`config.mk`:
```
export PLATFORM = sky130hd
export DESIGN_NAME = qdec_ctx_arb
export DESIGN_NICKNAME = d
export VERILOG_FILES = /design/src/rtl/qdec_ctx_arb.sv
export SDC_FILE = /design/constraint.sdc
export NUM_CORES = 1
export LEC_CHECK = 0
export BUFFER_PORTS_ARGS = -buffer_cell sky130_fd_sc_hd__buf_2
export CAP_MARGIN = 0
export CORE_MARGIN = 5
export CORE_UTILIZATION = 47
export DETAILED_ROUTE_END_ITERATION = 12
export PLACE_DENSITY = 0.85
export SKIP_CTS_REPAIR_TIMING = 1
export SLEW_MARGIN = 20
export SYNTH_ARGS = -nofsm -noshare
export SYNTH_HDL_FRONTEND = slang
export SYNTH_SLANG_ARGS = --single-unit
```
`constraint.sdc`:
```
create_clock -name clk -period 4 [get_ports clk]
set_input_delay 0.4 -clock clk [delete_from_list [all_inputs] [get_ports clk]]
set_output_delay 0.4 -clock clk [all_outputs]
set_load 0.01 [all_outputs]
```
`src/rtl/qdec_ctx_arb.sv`:
```
// qdec_ctx_arb: controller/arbiter for the single-port CABAC context memory.
// Runs the slice-start context initialisation sweep, then shares the memory
// port between the context read requester and the state-update writer.
module qdec_ctx_arb #(
  parameter int ADDR_W    = 10,
  parameter int NUM_CTX   = 1024,
  parameter int MAX_STALL = 4
) (
  input  logic              clk,
  input  logic              rst,
  input  logic              init_start,
  output logic              init_busy,
  output logic              init_done,
  output logic [ADDR_W-1:0] init_idx,
  input  logic [6:0]        init_val,
  input  logic [ADDR_W-1:0] rd_addr,
  input  logic              rd_vld,
  output logic              rd_rdy,
  output logic [6:0]        rd_data,
  output logic              rd_data_vld,
  input  logic [ADDR_W-1:0] upd_addr,
  input  logic [6:0]        upd_data,
  input  logic              upd_vld,
  output logic              upd_rdy,
  output logic [ADDR_W-1:0] ctx_addr,
  output logic [7:0]        ctx_wdata,
  output logic              ctx_we,
  output logic              ctx_re,
  input  logic [7:0]        ctx_rdata,
  output logic              err_addr
);

  typedef enum logic [1:0] {IDLE, INIT, RUN} state_t;

  localparam int                SW        = $clog2(MAX_STALL + 2);
  localparam logic [ADDR_W:0]   CTX_LIM   = (ADDR_W+1)'(NUM_CTX);
  localparam logic [ADDR_W-1:0] LAST_IDX  = ADDR_W'(NUM_CTX - 1);
  localparam logic [SW-1:0]     STALL_LIM = SW'(MAX_STALL);

  state_t            state;
  logic [ADDR_W-1:0] cnt;
  logic [SW-1:0]     stall_cnt;
  logic              rd_pend;
  logic              rd_pend_oor;
  logic [6:0]        rd_hold;
  logic              rd_oor;
  logic              upd_oor;
  logic              force_rd;
  logic              rd_grant;
  logic              upd_grant;
  logic              rdata_unused;

  assign rd_oor       = {1'b0, rd_addr}  >= CTX_LIM;
  assign upd_oor      = {1'b0, upd_addr} >= CTX_LIM;
  assign force_rd     = (state == RUN) && (stall_cnt == STALL_LIM);
  assign rd_grant     = rd_vld && rd_rdy;
  assign upd_grant    = upd_vld && upd_rdy;
  assign init_busy    = (state == INIT);
  assign init_idx     = cnt;
  assign rd_data_vld  = rd_pend;
  assign rdata_unused = ctx_rdata[7];

  // Read data arrives straight from memory in the cycle after the grant and
  // is held afterwards; out-of-range reads return zero.
  assign rd_data = rd_pend ? (rd_pend_oor ? '0 : ctx_rdata[6:0]) : rd_hold;

  // Port arbitration: init sweep, else update-over-read with starvation override.
  always_comb begin
    rd_rdy    = 1'b0;
    upd_rdy   = 1'b0;
    ctx_addr  = '0;
    ctx_wdata = '0;
    ctx_we    = 1'b0;
    ctx_re    = 1'b0;
    case (state)
      INIT: begin
        ctx_we    = 1'b1;
        ctx_addr  = cnt;
        ctx_wdata = {1'b0, init_val};
      end
      RUN: begin
        upd_rdy = !force_rd;
        rd_rdy  = force_rd || !upd_vld;
        if (upd_vld && upd_rdy) begin
          ctx_addr  = upd_addr;
          ctx_wdata = {1'b0, upd_data};
          ctx_we    = !upd_oor;
        end else if (rd_vld && rd_rdy) begin
          ctx_addr = rd_addr;
          ctx_re   = !rd_oor;
        end
      end
      default: ;
    endcase
  end

  // Controller state, init counter, stall counter, read pipeline and error flag.
  always_ff @(posedge clk) begin
    if (rst) begin
      state       <= IDLE;
      cnt         <= '0;
      stall_cnt   <= '0;
      init_done   <= 1'b0;
      rd_pend     <= 1'b0;
      rd_pend_oor <= 1'b0;
      rd_hold     <= '0;
      err_addr    <= 1'b0;
    end else begin
      init_done   <= 1'b0;
      rd_pend     <= rd_grant;
      rd_pend_oor <= rd_oor;
      if (rd_pend)
        rd_hold <= rd_data;
      if ((rd_grant && rd_oor) || (upd_grant && upd_oor))
        err_addr <= 1'b1;
      if ((state == RUN) && rd_vld && !rd_grant)
        stall_cnt <= stall_cnt + 1'b1;
      else
        stall_cnt <= '0;
      case (state)
        IDLE: begin
          if (init_start) begin
            state <= INIT;
            cnt   <= '0;
          end
        end
        INIT: begin
          if (cnt == LAST_IDX) begin
            state     <= RUN;
            cnt       <= '0;
            init_done <= 1'b1;
          end else begin
            cnt <= cnt + 1'b1;
          end
        end
        RUN: begin
          // A read granted in this cycle still completes via rd_pend.
          if (init_start) begin
            state <= INIT;
            cnt   <= '0;
          end
        end
        default: state <= IDLE;
      endcase
    end
  end

endmodule

```
==> impl_results.md <==
- Required time worst endpoint: between 3000 and 4000 ps
- Leakage: just over 0.9 nW
- Status: finished, final reports clean
- Setup CP Type: reg2out
- DRT Wirelength: between 4 and 5 mm
- Routed vias/inst: 5.450
- WP buf/inv: 2
- Synth top area cells: dfxtp_1 31%, nor2b_1 10%, a222oi_1 5.8%, ha_1 5.7%, mux2_2 5.1%
- Critical Path End Type: primary output
- Die area: 0.004535 mm2
- Ys flop type: dfxtp_1
- Slew HR: 0.4819
- Number of diodes: 0
- Fin Setup TNS: 0 ps
- Pre-antenna DRT Iters: 4
- Die height: about 67 um
- Number of library cell types mapped by synthesis: 44
- Seq/Total Area, Yosys: 0.3109
- Final Max Slew Viols: 0
- Depth of the CTS H-tree: 1
- Placer congestion estimate: around 0.82
- CTS tree: done
- Hold WS: 435.1 ps
- Std cell rows: 20
- Internal power: 0.3342 mW
- Core Area: 0.003103 mm2
- # IOs: 90
- Sequential Power Share: 0.540
- 1st-iter DRT viols: 94
- Endpoints failing hold: 0
- Fill count: 299
- Worst min path class: in2reg
- CTS Buffer Depth: 2
- Multi-input logic area: roughly 960 um2
- Fmax: 341.5 MHz
- Routed length per instance: between 10 and 15 um
- Yosys top cell by area: dfxtp_1
- Vias: between 1.5k and 2k
- Slew @ Worst Pin: about 800 ps
- First-pass GRT wire length: ~7.4 mm
- Final setup vio count: 0
- Die W: 67.34 um
- Min Tclk post-route: 2928 ps
- EDFF count, synth: 0
- Synth Area per Inst: 8.585 um2
- Initial Util: 0.4980
- CP peak stage delay: 610 ps
- RSZ-0062 raised after global routing: false
- I/O Buffers: 86
- # nets final: between 300 and 400
- Largest net degree at the start of global routing: 24
- Max FO, Critical Path: 19
- Combinational power share: 0.183
- Worst skew pair latency: 310 ps
- CP max stage cell: and2_1
- Fin crit share: 0.7320
- Layout cells sized above 1: 0.4023
- Clk root buf: clkbuf_4
- Initial antenna violation count: 0
- Cell count after synthesis: 180
- CP top delay family: simple AND/OR/NAND/NOR gates
- Post-route DRC: 0
- Grt ovf: 0
- Setup Skew: approximately 2.5 ps
- PD cells: about 230 mW/mm2
- Sink Count: 24
- Reg area: 480.5 um2
- Synth Warn #: 0
- Async SR Flop Fraction: 0
- Worst path cell trace: inv_1 -> ha_1 -> a21boi_0 -> and2_1 -> a222oi_1 -> nor2b_1 -> buf_2
- Arrival time worst endpoint: around 2500 ps
- GRT Resource Usage Total: 0.2088
- Mapped Area: about 0.0015 mm2
- Vias in the first global route: approximately 1.7k
- Cts bufs inserted: 3
- Top cell type's share of synthesized area: 0.3109
- DRT antenna net count: 0
- Startpoint types: register
- Sw Ratio: 0.2548
- Clock share of power: 0.277
- Maximum vdd drop: around 0.096 mV
- NetSw: approximately 0.11 mW
- Detailed-placement wirelength estimate: 3.327 mm
- Max Cap Viol: 0
- Clk pin slew, worst setup/hold paths: between 100 and 150 ps
- Synth-to-Final Area Change: 28.75%
- #FFs+latches synth: 24
==> path summary, 6_finish.rpt <==
check	end	slack [ps]	start	cells after the start
max	ctx_addr[7]	1070	state[0]$_SDFFE_PP0P_	7
min	rd_hold[2]$_SDFFE_PP0P_	440	ctx_rdata[2]	3
min reg2reg	stall_cnt[0]$_SDFF_PP0_	470	stall_cnt[0]$_SDFF_PP0_	1
max reg2reg	init_idx[5]$_SDFFE_PP0P_	1460	state[1]$_SDFFE_PP0P_	6
==> state kept, by name, indices dropped and copies added, names as in the netlist <==
signal and count:
rd_data_vld 1, stall_cnt 3, init_done 1, rd_hold 7
init_idx 10, state 2
==> cell usage in the layout (no fill, tap or decap), types with 7 or more instances in the layout <==
| cell | n |
|---|---|
| ha_1 | 7 |
| a222oi_1 | 9 |
| nor2b_1 | 25 |
| a22oi_1 | 9 |
| nand2_1 | 12 |
| dfxtp_1 | 24 |
| mux2_2 | 7 |
| nand3_1 | 7 |
| nor2_1 | 10 |
| buf_2 | 86 |
==> cells in the mapped netlist, types with 5 or more instances <==
library cell / n
and3_1: 5
inv_1: 6
mux2_2: 7
a31oi_1: 6
nand3_1: 7
nor2b_1: 25
a222oi_1: 9
dfxtp_1: 24
ha_1: 7
nor2_1: 10
a22oi_1: 9
clkbuf_1: 9
nand2_1: 12
==> tightest hold or removal path: stages <==
cell and delay (ps):
buf_2 70, mux2_2 130, nor2b_1 110
==> cells by family (layout without fill, tap and decap cells) <==
family / count (synthesis) / after routing / share of synthesized area
AO/OA/AOI/OAI: 38 / 38 / 0.2032
XOR/XNOR: 3 / 3 / 0.01701
adder cells (fa/ha/maj): 7 / 7 / 0.05668
buffers and inverters: 21 / 96 / 0.06720
flip-flops: 24 / 24 / 0.3109
multiplexers: 9 / 9 / 0.06397
other: 1 / 2 / 0.002427
AND/OR/NAND/NOR: 77 / 77 / 0.2786
==> layer usage <==
| layer | vias up | wire length [um] | global-route usage |
|---|---|---|---|
| li1 | 811 | - | - |
| met1 | 748 | 1749 | 0.2584 |
| met2 | 71 | 2004 | 0.3607 |
| met3 | 5 | 417 | 0.05158 |
| met4 | 0 | 37 | 0.05316 |
| met5 | - | 0 | 0 |
==> power groups by stage <==
| stage | clock [mW] | combinational, mW | sequential (mW) |
|---|---|---|---|
| after global routing | 0.141 | 0.0928 | 0.243 |
| after floorplan | 0 | 0.0489 | 0.247 |
| after global placement | 0 | 0.0804 | 0.248 |
| after CTS | 0.127 | 0.0821 | 0.242 |
| final | 0.124 | 0.0819 | 0.242 |
| after detailed placement | 0 | 0.0819 | 0.248 |
==> through the flow <==
step / utilization / std cells / power (mW) / worst slack (ps) / cell area (um2)
global route: 0.6411 / 300 / 0.4764 / 757.8 / 1989
detailed placement: 0.6294 / 296 / 0.3296 / 1447 / 1953
finish: 0.6411 / 300 / 0.4485 / 1072 / 1989
floorplan: - / 181 / 0.2963 / 1734 / 1549
CTS: 0.6411 / 300 / 0.4517 / 1079 / 1989
global placement: 0.6294 / 296 / 0.3279 / 1473 / 1953
==> layout make-up <==
class | instances | area share
multi-input cells | 136 | 0.4849
flip-flops and latches | 24 | 0.2415
repair buffers | 86 | 0.2164
well taps | 44 | 0.02767
clock buffers | 4 | 0.01824
inverters | 6 | 0.01132
No activity file was read; power rests on OpenSTA's default activity.
